$ cat config.mk
export PLATFORM = sky130hd
export DESIGN_NAME = regfile_op_sequencer
export DESIGN_NICKNAME = d
export VERILOG_FILES = /design/src/rtl/regfile_op_sequencer.sv
export SDC_FILE = /design/constraint.sdc
export NUM_CORES = 1
export LEC_CHECK = 0
export BUFFER_PORTS_ARGS = -buffer_cell sky130_fd_sc_hd__buf_2
export CAP_MARGIN = 10
export CORE_ASPECT_RATIO = 1.2
export CORE_UTILIZATION = 30
export CTS_CLUSTER_SIZE = 20
export DETAILED_ROUTE_END_ITERATION = 6
export PLACE_DENSITY = 0.55
export SYNTH_ARGS = -nofsm -noshare
export SYNTH_HDL_FRONTEND = slang
export SYNTH_SLANG_ARGS = --single-unit
export TNS_END_PERCENT = 50
$ cat constraint.sdc
create_clock -name clk -period 5.4 [get_ports clk]
set_clock_uncertainty 0.15 [all_clocks]
set_input_delay 0.27 -clock clk [delete_from_list [all_inputs] [get_ports clk]]
set_output_delay 0.27 -clock clk [all_outputs]
set_load 0.01 [all_outputs]
$ cat src/rtl/regfile_op_sequencer.sv
`default_nettype none
// ============================================================================
//  Module   : regfile_op_sequencer
//  Purpose  : Multi-cycle control sequencer for an 8-entry register file
//             (R1-R4, S1-S4). Accepts one command at a time over a
//             valid/ready handshake and drives the file's read selects,
//             function select, write enables and data input for as many
//             cycles as the operation needs (LOAD, CLR, MOV, SWAP, INC/DEC).
//  Ports    : clk, rst_n            - clock, async active-low reset
//             cmd_valid/cmd_ready   - command handshake
//             cmd_op/dst/src/cnt    - command fields
//             cmd_data              - LOAD value
//             rf_out_a              - register file OutA feedback
//             rf_i, out_a_sel, out_b_sel, fun_sel, reg_sel, scr_sel
//                                   - register file control
//             busy, done, err       - status
//  Revision : 1.0 - initial release
// ============================================================================
module regfile_op_sequencer (
    input  logic        clk,
    input  logic        rst_n,
    input  logic        cmd_valid,
    output logic        cmd_ready,
    input  logic [2:0]  cmd_op,
    input  logic [2:0]  cmd_dst,
    input  logic [2:0]  cmd_src,
    input  logic [3:0]  cmd_cnt,
    input  logic [15:0] cmd_data,
    input  logic [15:0] rf_out_a,
    output logic [15:0] rf_i,
    output logic [2:0]  out_a_sel,
    output logic [2:0]  out_b_sel,
    output logic [2:0]  fun_sel,
    output logic [3:0]  reg_sel,
    output logic [3:0]  scr_sel,
    output logic        busy,
    output logic        done,
    output logic        err
);

    localparam logic [2:0] c_OP_NOP  = 3'b000;
    localparam logic [2:0] c_OP_LOAD = 3'b001;
    localparam logic [2:0] c_OP_CLR  = 3'b010;
    localparam logic [2:0] c_OP_MOV  = 3'b011;
    localparam logic [2:0] c_OP_SWAP = 3'b100;
    localparam logic [2:0] c_OP_INC  = 3'b101;
    localparam logic [2:0] c_OP_DEC  = 3'b110;

    localparam logic [2:0] c_FUN_DEC  = 3'b000;
    localparam logic [2:0] c_FUN_INC  = 3'b001;
    localparam logic [2:0] c_FUN_LOAD = 3'b010;
    localparam logic [2:0] c_FUN_CLR  = 3'b011;

    localparam logic [2:0] c_ADDR_S4 = 3'd7;

    typedef enum logic [2:0] {
        ST_IDLE = 3'd0,
        ST_X1   = 3'd1,
        ST_X2   = 3'd2,
        ST_X3   = 3'd3,
        ST_REP  = 3'd4
    } state_t;

    state_t      r_state;
    state_t      w_next;
    logic [2:0]  r_op;
    logic [2:0]  r_dst;
    logic [2:0]  r_src;
    logic [3:0]  r_cnt;
    logic [15:0] r_data;

    logic        w_accept;
    logic        w_rep_cmd;
    logic        w_swap_bad;
    logic        w_wr_en;
    logic [2:0]  w_wr_addr;

    assign w_accept   = cmd_valid && (r_state == ST_IDLE);
    // INC/DEC with a non-zero count go straight to the repeat state;
    // a zero count is rejected through a single X1 cycle instead.
    assign w_rep_cmd  = ((cmd_op == c_OP_INC) || (cmd_op == c_OP_DEC)) && (cmd_cnt != 4'd0);
    // S4 is the swap temporary, so it cannot also be a swap operand.
    assign w_swap_bad = (r_dst == c_ADDR_S4) || (r_src == c_ADDR_S4);

    always_ff @(posedge clk or negedge rst_n) begin
        if (!rst_n) begin
            r_state <= ST_IDLE;
            r_op    <= 3'd0;
            r_dst   <= 3'd0;
            r_src   <= 3'd0;
            r_cnt   <= 4'd0;
            r_data  <= 16'h0000;
        end else begin
            r_state <= w_next;
            if (w_accept) begin
                r_op   <= cmd_op;
                r_dst  <= cmd_dst;
                r_src  <= cmd_src;
                r_cnt  <= cmd_cnt;
                r_data <= cmd_data;
            end else if (r_state == ST_REP) begin
                r_cnt <= r_cnt - 4'd1;
            end
        end
    end

    always_comb begin
        w_next = r_state;
        case (r_state)
            ST_IDLE: if (w_accept) w_next = w_rep_cmd ? ST_REP : ST_X1;
            ST_X1:   w_next = ((r_op == c_OP_SWAP) && !w_swap_bad) ? ST_X2 : ST_IDLE;
            ST_X2:   w_next = ST_X3;
            ST_X3:   w_next = ST_IDLE;
            ST_REP:  if (r_cnt == 4'd1) w_next = ST_IDLE;
            default: w_next = ST_IDLE;
        endcase
    end

    always_comb begin
        rf_i      = 16'h0000;
        out_a_sel = 3'd0;
        out_b_sel = 3'd0;
        fun_sel   = c_FUN_LOAD;
        done      = 1'b0;
        err       = 1'b0;
        w_wr_en   = 1'b0;
        w_wr_addr = r_dst;
        busy      = (r_state != ST_IDLE);
        cmd_ready = (r_state == ST_IDLE);

        case (r_state)
            ST_X1: begin
                done = 1'b1;
                case (r_op)
                    c_OP_NOP: ;
                    c_OP_LOAD: begin
                        rf_i    = r_data;
                        w_wr_en = 1'b1;
                    end
                    c_OP_CLR: begin
                        fun_sel = c_FUN_CLR;
                        w_wr_en = 1'b1;
                    end
                    c_OP_MOV: begin
                        out_a_sel = r_src;
                        rf_i      = rf_out_a;
                        w_wr_en   = 1'b1;
                    end
                    c_OP_SWAP: begin
                        if (w_swap_bad) begin
                            err = 1'b1;
                        end else begin
                            done      = 1'b0;
                            out_a_sel = r_dst;
                            rf_i      = rf_out_a;
                            w_wr_en   = 1'b1;
                            w_wr_addr = c_ADDR_S4;
                        end
                    end
                    // INC/DEC only reach X1 with a zero count; op 111 is reserved.
                    default: err = 1'b1;
                endcase
            end
            ST_X2: begin
                out_a_sel = r_src;
                rf_i      = rf_out_a;
                w_wr_en   = 1'b1;
            end
            ST_X3: begin
                out_a_sel = c_ADDR_S4;
                rf_i      = rf_out_a;
                w_wr_en   = 1'b1;
                w_wr_addr = r_src;
                done      = 1'b1;
            end
            ST_REP: begin
                fun_sel = (r_op == c_OP_INC) ? c_FUN_INC : c_FUN_DEC;
                w_wr_en = 1'b1;
                done    = (r_cnt == 4'd1);
            end
            default: ;
        endcase
    end

    // Active-low one-cold write decode: bit 3 selects R1/S1, bit 0 R4/S4.
    always_comb begin
        reg_sel = 4'b1111;
        scr_sel = 4'b1111;
        if (w_wr_en) begin
            if (!w_wr_addr[2]) reg_sel[2'd3 - w_wr_addr[1:0]] = 1'b0;
            else               scr_sel[2'd3 - w_wr_addr[1:0]] = 1'b0;
        end
    end

endmodule
`default_nettype wire

==> After elaboration in Yosys (flattened, before gate mapping) <==
Cells that the tools add are included.
{ "totals": {"ff_bits": 32, "input_bits": 48, "out_inout_bits": 37} }
{ "classes": {"bitwise": 1, "reduce_logical": 17, "addsub": 2, "mux": 33, "eq_ne": 16, "n_lt_le_gt_ge": 2} }
{ "op_table": {"columns": ["operator", "count"], "rows": [
  ["$pmux 16 s3", 1],
  ["$pmux 16 s2", 1],
  ["$mux 4", 6],
  ["$eq 3x3->1 const B", 7],
  ["$mux 3", 6],
  ["$mux 16", 1],
  ["$eq 3x2->1 const B", 4],
  ["$pmux 3 s2", 2],
  ["$pmux 3 s4", 1],
  ["$pmux 3 s3", 1],
  ["$mux 1", 7],
  ["$eq 3x1->1 const B", 2],
  ["$logic_not 3->1", 2],
  ["$pmux 1 s2", 3],
  ["$reduce_or 3->1", 2],
  ["$eq 4x1->1 const B", 1],
  ["$logic_and 1x1->1", 4],
  ["$ne 2x1->1 const B", 2],
  ["$not 4->4", 1],
  ["$pmux 2 s2", 1],
  ["$reduce_bool 4->1", 1],
  ["$reduce_or 4->1", 1],
  ["$sub 4x1->4 const B", 1],
  ["$lt 2x3->1 const B", 1],
  ["other kinds (11)", 12]
]} }

==> Depth between registers and ports, before layout <==
{ "logic_depth": {"word_depth": 13, "mapped_depth": 6, "ltp_nobuf": 5} }

==> Worst setup path after synthesis <==
No wires, ideal clock.
{ "synth_timing": {"kind": "register to output", "from": "register r_state[2]", "to": "output reg_sel[3]", "path_stages_with_launch": 7, "path_buffers": 2, "required_time_ns": 4.980, "arrival_ns": 1.590, "setup_slack_ns": 3.390, "path_cell_list": "dfrtp_1 > buf_4 > and3b_1 > buf_2 > mux2_2 > nor3_1 > nand2_1"} }
{ "synth_via": {"elab_chain_cells": 10, "elab_cells_between_ends": 16, "cone_classes": "add/sub (1); order compare (2); eq/ne (4); mux (6); bitwise (1); reduce/logical (2)"} }
{ "synth_lines": {"columns": ["element", "line_no", "source"], "rows": [
  ["start: declaration", "64", "state_t r_state;"],
  ["start signal: assignment", "94", "r_state <= w_next;"],
  ["$eq 3x2->1 / $eq 3x1->1 (equally long branches)", "131", "case (r_state)"],
  ["$pmux 3 s2", "131", null],
  ["$sub 2x2->2", "190", "if (!w_wr_addr[2]) reg_sel[2'd3 - w_wr_addr[1:0]] = 1'b0;"],
  ["$lt 2x3->1 (implied by the code) / $ge 2x1->1 (equally long branches)", "190", null],
  ["$logic_and 1x1->1 (implied by the code)", "190", null],
  ["$mux 1 (implied by the code)", "190", null],
  ["$demux 1 s2", "190", null],
  ["$not 4->4 (no line)", null, null],
  ["$mux 4", "190", null],
  ["$mux 4 *", "189", "if (w_wr_en) begin"],
  ["end: declaration", "34", "output logic [3:0] reg_sel,"]
]} }
Every way passes the cells marked *; elsewhere a longest branch is shown, timed or not.

==> Worst setup path in the final report <==
{ "layout_timing": {"from": "register r_state[1]", "to": "output rf_i[15]"} }
{ "layout_via": {"elab_chain_cells": 3, "elab_cells_between_ends": 5, "cone_classes": "eq/ne (3); mux (1); reduce/logical (1)"} }
{ "layout_lines": {"columns": ["element", "line_no", "source"], "rows": [
  ["$eq 3x2->1", "131", null],
  ["$reduce_or 2->1 (no line)", null, null],
  ["$pmux 16 s2 *", "131", null],
  ["end: declaration", "30", "output logic [15:0] rf_i,"]
]} }
Marks and branches as above.

==> out/metrics.cfg <==
[grt]
grt-ovfl-total=0
grt_pass1_wl_um=7150
grt_max_degree=33
track_usage_pct=14.3
antenna_found_initial=0
grt_pass1_vias=1498

[die]
die_h_um=89.3
die_w_um=74.7
coreArea_um2=6090
start_util_pct=31.3
num_io_pins=85
rows=31
fp.dieArea_um2=6670

[timing]
relSlewSlack_pct=29.9
hold_viol_final=0
worstMarginPinSlew_ps=1050
worst_slack_ps=2710
fin_crit_sh_pct=49.9
drv_slew=0
finalSetupViolCount=0
fin_setup_tns_ps=0
maxClockFrequency_mhz=371
grt_setup_unrepaired=no
min_period_ps=2690

[final_layout]
seqCellArea_um2=801
nets=303
fin_cells=333
syn_to_final_growth_pct=27.0
drive_gt1_share_pct=51.4
design_area_um2=2420
n_fill_cell=623
multi_input_area_um2=1000
antenna_cells=0

[place]
dpl.hpwl_um=3330
dp_slack_ps=2840
placed_area_um2=2340
place.gp.congestion=0.812
port_buffers=80
placed_cells=327

[clock_tree]
cts_resized=0
postCtsSetupBuffers=0
clkLatencyLatePin_ps=270
cts_tree=yes
cts.clk_slew.worst_paths_ps=60
cts_root_buf=clkbuf_8
cts_buffer_depth=2
cts_hold_buf=1
cts_made_buffers=5
cts_sinks=32
htreeDepth=2

[yosys]
yosysWarnings=0
netlist_area_um2=1900
synth-edff-count=0
ys_ff_latch=32
ys.flop_type=dfrtp_1
synth_cell_types=43
synthCells=175
syn_avg_cell_area_um2=10.9
synth-seq-area-share_pct=42.1
synth-async-reset-ratio_pct=100

[detailed_routing]
wl_per_cell_um=13.3
firstDrtPassIters=4
post_drt_via_cell_ratio=4.73
drc=0
vias=1575
ant_nets=0
drt_first_iter_violations=80
routed_wl_um=4440

[worst_setup_path]
cp.required_ps=4980
critPathCaptureType=output pin
ff2ff_setup_slack_ps=2830
path_max_fanout=16
start_kind=flip-flop
arrival_ps=2270
path_class=reg -> out

[job]
cap_violations=0

[pwr]
ir_worst_vdd_mv=0.218
powerDensity_nw_per_um2=541
p_leak_nw=1.14

[worst_hold_path]
min_path_type=in -> reg

[outcome]
outcome=complete, no violations

==> per-stage QoR <==
stage / utilization (%) / total power, mW / hold slack [ps]
after CTS: 39.7 / 1.32 / 66.6
after detailed placement: 38.4 / 1.16 / 229
after floorplan: - / 0.968 / -176
after global placement: 38.4 / 1.14 / 223
final: 39.7 / 1.31 / 72.4
after global routing: 39.7 / 1.42 / 63.1
==> cell families after synthesis <==
group,Yosys count,synth area share [%]
simple gates,54,16.8
compound gates,34,14.9
flops,32,42.1
mux,30,17.6
buf+inv,20,6.25
fa+ha+maj,2,1.31
xor+xnor,2,0.921
other cells,1,0.197
==> critical path, stage by stage, from the launching register on <==
cell and delay (ps):
dfrtp_1 510, nand4bb_4 310, nor4_4 500, o21bai_4 340, a22o_1 200, buf_2 130
==> final timing paths <==
check	start	end	cells after the start
setup / recovery	r_state[1]	rf_i[15]	5
hold / removal	cmd_data[6]	r_data[6]	2
setup reg to reg	r_state[2]	r_cnt[1]	4
hold reg to reg	r_data[6]	r_data[6]	1
max in group asynchronous	rst_n	r_data[0]	2
min in group asynchronous	rst_n	r_data[7]	2
==> synth_stat cells, types with 2 or more instances <==
| library cell | n | area, um2 |
|---|---|---|
| xor2_1 | 2 | 17.5 |
| nor3b_1 | 2 | 15.0 |
| inv_1 | 6 | 22.5 |
| a21oi_1 | 2 | 10.0 |
| buf_4 | 5 | 37.5 |
| a22o_1 | 6 | 52.6 |
| mux2_2 | 26 | 293 |
| nor2_1 | 15 | 56.3 |
| dfrtp_1 | 32 | 801 |
| a221o_1 | 2 | 20.0 |
| mux2i_1 | 3 | 30.0 |
| nand2_1 | 13 | 48.8 |
| ha_1 | 2 | 25.0 |
| o21ai_0 | 6 | 30.0 |
| or2_2 | 2 | 12.5 |
| nand3b_1 | 2 | 15.0 |
| nor3_1 | 8 | 40.0 |
| buf_2 | 5 | 25.0 |
| and3_1 | 2 | 12.5 |
| a31oi_1 | 2 | 12.5 |
| a22o_2 | 10 | 100 |
==> placed cells by master, fill, tap and decap left out, types with 3 or more instances in the layout <==
master     n
buf_2     80
dfrtp_1   32
mux2_2    26
nor2_1    15
nand2_1   13
a22o_2    10
nor3_1     8
inv_1      6
a22o_1     6
o21ai_0    6
clkbuf_8   5
conb_1     4
mux2i_1    3
==> report_power, final <==
part,switching [mW],internal (mW),total [mW]
logic,0.320,0.339,0.659
registers,0.127,0.362,0.489
clock network,0.0762,0.0828,0.159
==> final cells by class <==
class                      instances  area share, %
timing repair buffer              82           17.3
tap                               82           4.25
multi-input combinational        126           41.5
sequential                        32           33.1
inverter                           6          0.932
clock buffer                       5           2.85
==> flip-flops by register name (all words and copies together) (netlist names) <==
name	flops
r_op	3
r_state	3
r_cnt	4
r_dst	3
r_src	3
r_data	16
==> metal layers <==
layer	wire length, um	track usage [%]
met1	1970	18.8
met2	2110	22.0
met3	229	3.83
met4	123	6.17
met5	0	0
(Power assumes the default switching activity.)
